===== src/rtl/seq_match_counter.sv =====
// Streaming KMP-style pattern detector; SEQ_OVERLAP_EN enables overlapping matches. Latency 1 clk (hit/ans/hit_cnt registered).
// No backpressure: a symbol is consumed on every edge with in_valid=1 and clear=0; priority reset > clear > in_valid.
module seq_match_counter #(
  parameter int SYM_W   = 2,
  parameter int SEQ_LEN = 3,
  parameter logic [SYM_W*SEQ_LEN-1:0] PATTERN = 6'b11_10_01,
  parameter int CNT_W   = 8,
  localparam int PW     = $clog2(SEQ_LEN+1)
) (
  input  logic             clk,
  input  logic             reset,
  input  logic             clear,
  input  logic             in_valid,
  input  logic [SYM_W-1:0] num,
  output logic             hit,
  output logic             ans,
  output logic [CNT_W-1:0] hit_cnt,
  output logic [PW-1:0]    progress
);

  localparam logic [PW-1:0] HIST_MAX = PW'(SEQ_LEN - 1);

  // hist[0] is the most recent accepted symbol; hcnt counts how many entries are valid
  logic [SYM_W-1:0] hist [SEQ_LEN-1];
  logic [PW-1:0]    hcnt;

  logic             full_m;
  logic [PW-1:0]    part_len;
  logic             ok;

  // Longest pattern prefix ending at the incoming symbol; full_m flags a complete match,
  // part_len keeps the longest proper one (the post-match border in overlap mode).
  always_comb begin
    full_m   = 1'b0;
    part_len = '0;
    ok       = 1'b0;
    for (int k = 1; k <= SEQ_LEN; k++) begin
      ok = (int'(hcnt) >= k - 1);
      for (int j = 0; j < k - 1; j++) begin
        if (hist[k-2-j] != PATTERN[j*SYM_W +: SYM_W]) ok = 1'b0;
      end
      if (num != PATTERN[(k-1)*SYM_W +: SYM_W]) ok = 1'b0;
      if (ok) begin
        if (k == SEQ_LEN) full_m = 1'b1;
        else              part_len = PW'(k);
      end
    end
  end

  always_ff @(posedge clk or posedge reset) begin
    if (reset) begin
      hit      <= 1'b0;
      ans      <= 1'b0;
      hit_cnt  <= '0;
      progress <= '0;
      hcnt     <= '0;
      for (int i = 0; i < SEQ_LEN - 1; i++) hist[i] <= '0;
    end else if (clear) begin
      hit      <= 1'b0;
      ans      <= 1'b0;
      hit_cnt  <= '0;
      progress <= '0;
      hcnt     <= '0;
    end else if (in_valid) begin
      for (int i = SEQ_LEN - 2; i > 0; i--) hist[i] <= hist[i-1];
      hist[0] <= num;
      if (hcnt != HIST_MAX) hcnt <= hcnt + 1'b1;
      hit <= full_m;
      if (full_m) begin
        ans <= 1'b1;
        if (hit_cnt != {CNT_W{1'b1}}) hit_cnt <= hit_cnt + 1'b1;
`ifdef SEQ_OVERLAP_EN
        progress <= part_len;
`else
        // matched symbols may not seed the next match
        progress <= '0;
        hcnt     <= '0;
`endif
      end else begin
        progress <= part_len;
      end
    end else begin
      hit <= 1'b0;
    end
  end

endmodule


===== config.mk =====
export PLATFORM = sky130hd
export DESIGN_NAME = seq_match_counter
export DESIGN_NICKNAME = d
export VERILOG_FILES = /design/src/rtl/seq_match_counter.sv
export SDC_FILE = /design/constraint.sdc
export NUM_CORES = 1
export LEC_CHECK = 0
export CORE_MARGIN = 1
export CORE_UTILIZATION = 45
export CTS_CLUSTER_SIZE = 30
export DETAILED_ROUTE_END_ITERATION = 8
export PLACE_DENSITY = 0.76
export SLEW_MARGIN = 10
export SYNTH_ARGS = -nofsm -noshare
export SYNTH_HDL_FRONTEND = slang
export SYNTH_SLANG_ARGS = --single-unit

===== constraint.sdc =====
create_clock -name clk -period 1.6 [get_ports clk]
set_input_delay 0.16 -clock clk [delete_from_list [all_inputs] [get_ports clk]]
set_output_delay 0.16 -clock clk [all_outputs]
set_load 0.05 [all_outputs]

==> key figures, run 1 <==
Synth
  • Largest area contributor in the netlist: dfrtp_1
  • Post-synth top area share: 48.1%
  • Netlist Area Pre-Place: 937 um^2
  • Mapped Avg Cell Area: 9.97 um^2
  • Share of flip-flops with an asynchronous set or reset: 100%
  • Sequential share of the synthesized area: 48.1%
  • Post-synth EDFFs: 0
  • Syn_nets: 103
  • Primary FF master, synth: dfrtp_1
  • Synthesis-stage register bit count: 18
  • Most frequent cells after synthesis: 18 x dfrtp_1, 9 x inv_1, 9 x nand2_1
  • Most common cell in the netlist: dfrtp_1
  • Post-synthesis cell count: 94
  • Synth cell types: 33
  • Ranking of synthesized cells by area: dfrtp_1 48%, mux2_2 4.8%, ha_1 4.0%, inv_1 3.6%, nand2_1 3.6%
  • Synthesis Warnings: 0

Final layout
  • Final core occ: 69.2%
  • Layout cells sized above 1: 40.9%
  • Antenna Cells: 0
  • # fillers: 180
  • Post-Layout Inst Area: 0.00136 mm^2
  • Final Non-Filler Cells: 159
  • Final net count: 142
  • Area Growth Syn to Fin: 44.9%

Route
  • DRC viols: 0
  • WL final: 2310 um
  • ANT nets after route: 0
  • Drt first pass iters: 4
  • Vias per Instance: 5.46
  • Initial DRC count: 6
  • Via count: 868
  • Wire length per cell: 14.5 um

Global route
  • First-pass GRT wire length: 3480 um
  • All-Layer GR Usage: 22.3%
  • Initial antenna violation count: 0
  • Total grt overflow: 0
  • Largest net degree at the start of global routing: 19
  • Number of global-route vias before repair: 831

Outcome
  • Status: finished, final reports clean

Worst setup path
  • Worst R2R End: hit_cnt[5]$_DFFE_PP0P_
  • Path depth of the worst reg2reg path: 6
  • Kind of critical path: register to register
  • Max Fanout on Critical Path: 7
  • Critical Path RT: 1.83 ns
  • Critical path capture point type: register
  • Reg2Reg Setup Slack: 0.006 ns
  • Crit path launch: hcnt[0]$_DFFE_PP0P_
  • Worst Path Arrival: 1.82 ns
  • Worst setup SP type: register
  • Crit path to: hit_cnt[5]$_DFFE_PP0P_
  • Worst reg2reg path startpoint: hcnt[0]$_DFFE_PP0P_

Clock network
  • CTS HTree Levels: 1
  • Worst-path clk slew: 0.10 ns
  • CTS Root Cell: clkbuf_4
  • Clk sinks: 18
  • Total CTS buffers: 3
  • Longest Clk Path Bufs: 2
  • CTS tree: done
  • Clk_lat worst skew: 0.29 ns
  • Post-CTS Hold Buffers: 0

STA
  • Slack of the critical path: 0.00572 ns
  • Max-slew violations: 0
  • Tightest Pin Transition: 0.273 ns
  • Fmax: 627 MHz
  • Final worst path period share: 99.6%
  • RSZ-0062 raised after global routing: yes
  • Min Clock Period, post-route: 1.59 ns
  • Final hold vios: 0
  • Max-Slew Margin vs Limit: 81.6%
  • Clk_skew: 0.00298 ns
  • Final setup fails: 0

Floorplan
  • Die Wd: 47.6 um
  • Starting Density: 47.8%
  • Die span in y: 47.6 um
  • Number of top-level pins: 18
  • # rows: 16
  • Die footprint: 0.00227 mm^2
  • Core Footprint: 0.00196 mm^2

Place
  • Placed cells: 154
  • Placed Area: 0.00124 mm^2
  • Place WS: -0.165 ns
  • Gpl congestion: 0.791
  • Port Buffer Count: 17
  • Detail Placement HPWL: 1660 um

Flow run
  • Max_cap viols: 0

Power
  • Pwr Density: 667 mW/mm^2
  • Pwr Total: 0.906 mW
  • Lkg Pwr: 0.600 nW
  • Max rail drop VDD: 0.532 mV

Min path
  • Hold crit path type: primary input to async pin
-- registers in the layout, summed over array words and instances (netlist names) --
name      count
hit_cnt       8
hist          4
ans           1
progress      2
hit           1
hcnt          2
-- logic make-up after synthesis --
| family | share of synthesized area (%) |
|---|---|
| DFF | 48.1 |
| adders and majority gates | 4.01 |
| and+or+nand+nor | 20.0 |
| buffers and inverters | 4.94 |
| AOI/OAI and AO/OA | 16.0 |
| muxes | 6.94 |
-- routing by layer --
metal  routed length (um)  up-vias  GRT usage, %
met5                    0        -             0
met2                 1210       19          38.9
met4                   36        0          12.8
met1                  982      423          25.5
met3                   75        4          4.15
li1                     -      422             -
-- worst max-delay path, stage by stage, from the launching register on --
cell and delay [ns]:
dfrtp_1 0.40, inv_2 0.09, ha_4 0.14, o211a_4 0.17, nand3_4 0.11, or4_1 0.48
a21oi_1 0.14
-- power breakdown --
part           total [mW]  internal [mW]  switching (mW)
Sequential          0.498          0.480          0.0174
Clock               0.241         0.0970           0.144
Combinational       0.168         0.0912          0.0763
Total               0.906          0.669           0.237
-- how the worst min path moves through the flow --
| stage | end | cells past startpoint |
|---|---|---|
| 6_report | hist[3]$_DFFE_PP0P_ | 3 |
| 5_1_grt | progress[0]$_DFFE_PP0P_ | 3 |
| 4_1_cts | hist[0]$_DFFE_PP0P_ | 3 |
| 3_5_place_dp | hist[1]$_DFFE_PP0P_ | 1 |
| 3_3_place_gp | hist[1]$_DFFE_PP0P_ | 3 |
| 2_1_floorplan | ans$_DFFE_PP0P_ | 1 |
-- layout make-up --
type	count	area (um^2)	share of cell area, %
Multi-Input combinational cell	64	515	38.0
Sequential cell	18	454	33.5
Timing Repair Buffer	37	294	21.7
Inverter	9	33.8	2.49
Tap cell	27	33.8	2.49
Clock buffer	4	26.3	1.94
-- cells in the final DEF (no fill, tap or decap), types with 3 or more instances in the layout --
cell type	synthesis	routed
a21oi_1	6	6
nor2_1	4	4
nand4_1	3	3
mux2_2	4	4
buf_4	0	31
inv_1	9	8
clkbuf_4	0	3
nand2_1	9	8
nand3_1	4	4
o21ai_0	3	3
clkdlybuf4s50_1	0	5
dfrtp_2	0	3
dfrtp_1	18	15
-- through the flow --
stage	hold WS (ns)	setup TNS [ns]
2_1_floorplan	0.0984	-0.0233
3_3_place_gp	0.492	-0.411
3_5_place_dp	0.502	-0.695
4_1_cts	0.179	-0.0528
5_1_grt	0.205	-0.0943
6_report	0.176	0
-- what timing repair did --
item / 4_1_cts / 5_1_grt
pin swaps: 6 / 6
endpoints found under the setup margin: 4 / 5
setup buffers: 0 / 1
resized for setup: 7 / 6
No activity file was read; power rests on OpenSTA's default activity.
==> run 2, diff against run 1 <==
==> constraint.sdc (replaced) <==
create_clock -name clk -period 1.6 [get_ports clk]
set_input_delay 0.32 -clock clk [delete_from_list [all_inputs] [get_ports clk]]
set_output_delay 0.32 -clock clk [all_outputs]
set_load 0.05 [all_outputs]
==> run 2 against run 1 <==
  * Fmax grew 0.95%
  * Critical path type unchanged
  * Global-route usage grew 1.0 points
  * Wire length grew 5.8%
  * Sequential share of layout area shrank 3.0 points
  * Critical path depth is the same
  * Largest cell class unchanged
  * Die area is the same
  * Via count grew 0.23%
  * Combinational power shrank 9.5%
  * Cell area grew 10%
  * Cell count shrank 0.63%
  * Largest power group unchanged
  * Clock skew grew 0.0036 ns
  * Clock-buffer cell count is the same
==> key figures, run 2 (synthesis results as in run 1) <==
Floorplan
  • Starting Density: 47.8%
  • Die Wd: 47.6 um
  • Die span in y: 47.6 um
  • # rows: 16
  • Core Footprint: 0.00196 mm^2
  • Die footprint: 0.00227 mm^2
  • Number of top-level pins: 18

Clock network
  • Longest Clk Path Bufs: 2
  • CTS tree: done
  • CTS Root Cell: clkbuf_4
  • Worst-path clk slew: 0.10 ns
  • Clk sinks: 18
  • Total CTS buffers: 3
  • Clk_lat worst skew: 0.29 ns
  • CTS HTree Levels: 1
  • Post-CTS Hold Buffers: 0

Power
  • Max rail drop VDD: 0.493 mV
  • P_sw: 0.223 mW
  • Clock power frac: 29.5%
  • Pwr Total: 0.923 mW
  • Sw Ratio: 24.2%
  • Internal cell power: 0.700 mW
  • Sequential power share: 54.1%
  • Pwr Density: 618 mW/mm^2
  • Lkg Pwr: 0.626 nW
  • Combinational power share: 16.4%

Place
  • Place WS: -0.369 ns
  • Port Buffer Count: 17
  • Gpl congestion: 0.835
  • Placed cells: 151
  • Detail Placement HPWL: 1640 um
  • Placed Area: 0.00132 mm^2

Route
  • Vias per Instance: 5.51
  • WL final: 2440 um
  • Drt first pass iters: 4
  • Initial DRC count: 9
  • ANT nets after route: 0
  • Wire length per cell: 15.5 um
  • Via count: 870
  • DRC viols: 0

STA
  • Clk_skew: 0.00659 ns
  • RSZ-0062 raised after global routing: yes
  • Min Clock Period, post-route: 1.58 ns
  • Final setup fails: 0
  • Fmax: 633 MHz
  • Tightest Pin Transition: 0.333 ns
  • Final hold vios: 0
  • Max-slew violations: 0
  • Max-Slew Margin vs Limit: 77.8%
  • Final worst path period share: 98.7%
  • Slack of the critical path: 0.0207 ns
  • Hold Slack: 0.348 ns
  • Setup TNS: 0 ns

Worst setup path
  • CP bufs+invs: 1
  • Critical Path Max Stage Delay: 0.48 ns
  • Critical Path RT: 1.82 ns
  • Worst R2R End: hit_cnt[5]$_DFFE_PP0P_
  • Worst reg2reg path startpoint: hcnt[0]$_DFFE_PP0P_
  • Path depth of the worst reg2reg path: 6
  • Max Fanout on Critical Path: 6
  • Worst setup SP type: register
  • Worst Path Arrival: 1.80 ns
  • Reg2Reg Setup Slack: 0.02 ns
  • Worst path cell trace: inv_2 > ha_4 > o211a_4 > nand3_4 > or4_1 > a21oi_1
  • CP max-delay cell: or4_1
  • Critical path capture point type: register
  • Kind of critical path: register to register
  • CP delay by family, top: simple AND/OR/NAND/NOR gates

Global route
  • Initial antenna violation count: 0
  • Largest net degree at the start of global routing: 19
  • All-Layer GR Usage: 23.3%
  • Number of global-route vias before repair: 845
  • First-pass GRT wire length: 3590 um
  • Total grt overflow: 0

Min path
  • Hold crit path type: primary input to async pin

Final layout
  • Final Non-Filler Cells: 158
  • Biggest regs: hit_cnt (8), hist (4)
  • Antenna Cells: 0
  • Final core occ: 76.1%
  • Largest Register: hit_cnt
  • # fillers: 139
  • Max reg flops: 8
  • Area Growth Syn to Fin: 59.3%
  • Layout cells sized above 1: 42.7%
  • Commonest non-fill, non-tap cells in the layout: 21 x buf_4, 15 x dfrtp_1, 9 x nand2_1
  • Post-Layout Inst Area: 0.00149 mm^2
  • Commonest non-fill, non-tap cell in the layout: buf_4
  • Final net count: 141

Outcome
  • Status: finished, final reports clean

Flow run
  • Max_cap viols: 0
run 2: layout make-up:
type | instances | area, um^2 | area share [%]
Multi-Input combinational cell | 64 | 546 | 36.5
Timing Repair Buffer | 36 | 389 | 26.1
Clock buffer | 4 | 36.3 | 2.43
Tap cell | 27 | 33.8 | 2.26
Inverter | 9 | 33.8 | 2.26
Sequential cell | 18 | 454 | 30.4
run 2: power groups by stage:
stage                     clock [mW]  sequential, mW  combinational (mW)
final                          0.272           0.499               0.152
after global routing           0.306           0.505               0.164
after CTS                      0.282           0.499               0.144
after detailed placement           0           0.506               0.139
after global placement             0           0.505               0.134
after floorplan                    0           0.507              0.0698
run 2: worst max path at each step:
stage	slack, ns	start	to	cells after the start
2_1_floorplan	-0.02	hit_cnt[0]$_DFFE_PP0P_	hit_cnt[5]$_DFFE_PP0P_	5
3_3_place_gp	-0.29	num[0]	hit_cnt[5]$_DFFE_PP0P_	5
3_5_place_dp	-0.37	num[0]	hit_cnt[4]$_DFFE_PP0P_	6
4_1_cts	-0.04	hcnt[0]$_DFFE_PP0P_	hit_cnt[5]$_DFFE_PP0P_	6
5_1_grt	-0.09	hcnt[0]$_DFFE_PP0P_	hit_cnt[5]$_DFFE_PP0P_	6
6_report	0.02	hcnt[0]$_DFFE_PP0P_	hit_cnt[5]$_DFFE_PP0P_	6
run 2: metal layers:
layer / up-vias / wire length, um / global-route usage (%) / part of all wire (%)
met5: - / 0 / 0 / 0
met4: 0 / 46 / 10.6 / 1.9
met3: 6 / 69 / 4.91 / 2.8
met2: 18 / 1300 / 41.6 / 53
met1: 426 / 1030 / 26.7 / 42
li1: 420 / - / - / -
run 2: worst reg2reg max path: stages (launching register included):
cell     delay (ns)
dfrtp_1        0.40
inv_2          0.08
ha_4           0.13
o211a_4        0.17
nand3_4        0.10
or4_1          0.48
a21oi_1        0.15
run 2: repair_timing:
action                                  CTS  global route
setup buffers                             3             0
pin swaps                                 6             5
endpoints found under the setup margin    4             8
gates resized for setup                   8            12
cloned                                    0             0
==> run 3, diff against run 2 <==
--- a/config.mk
+++ b/config.mk
@@ -9,6 +9,7 @@
 export CORE_UTILIZATION = 45
 export CTS_CLUSTER_SIZE = 30
 export DETAILED_ROUTE_END_ITERATION = 8
+export GPL_ROUTABILITY_DRIVEN = 0
 export PLACE_DENSITY = 0.76
 export SLEW_MARGIN = 10
 export SYNTH_ARGS = -nofsm -noshare
==> results of run 3 <==
The final DEF is identical to that of run 2; final timing and power are the same.
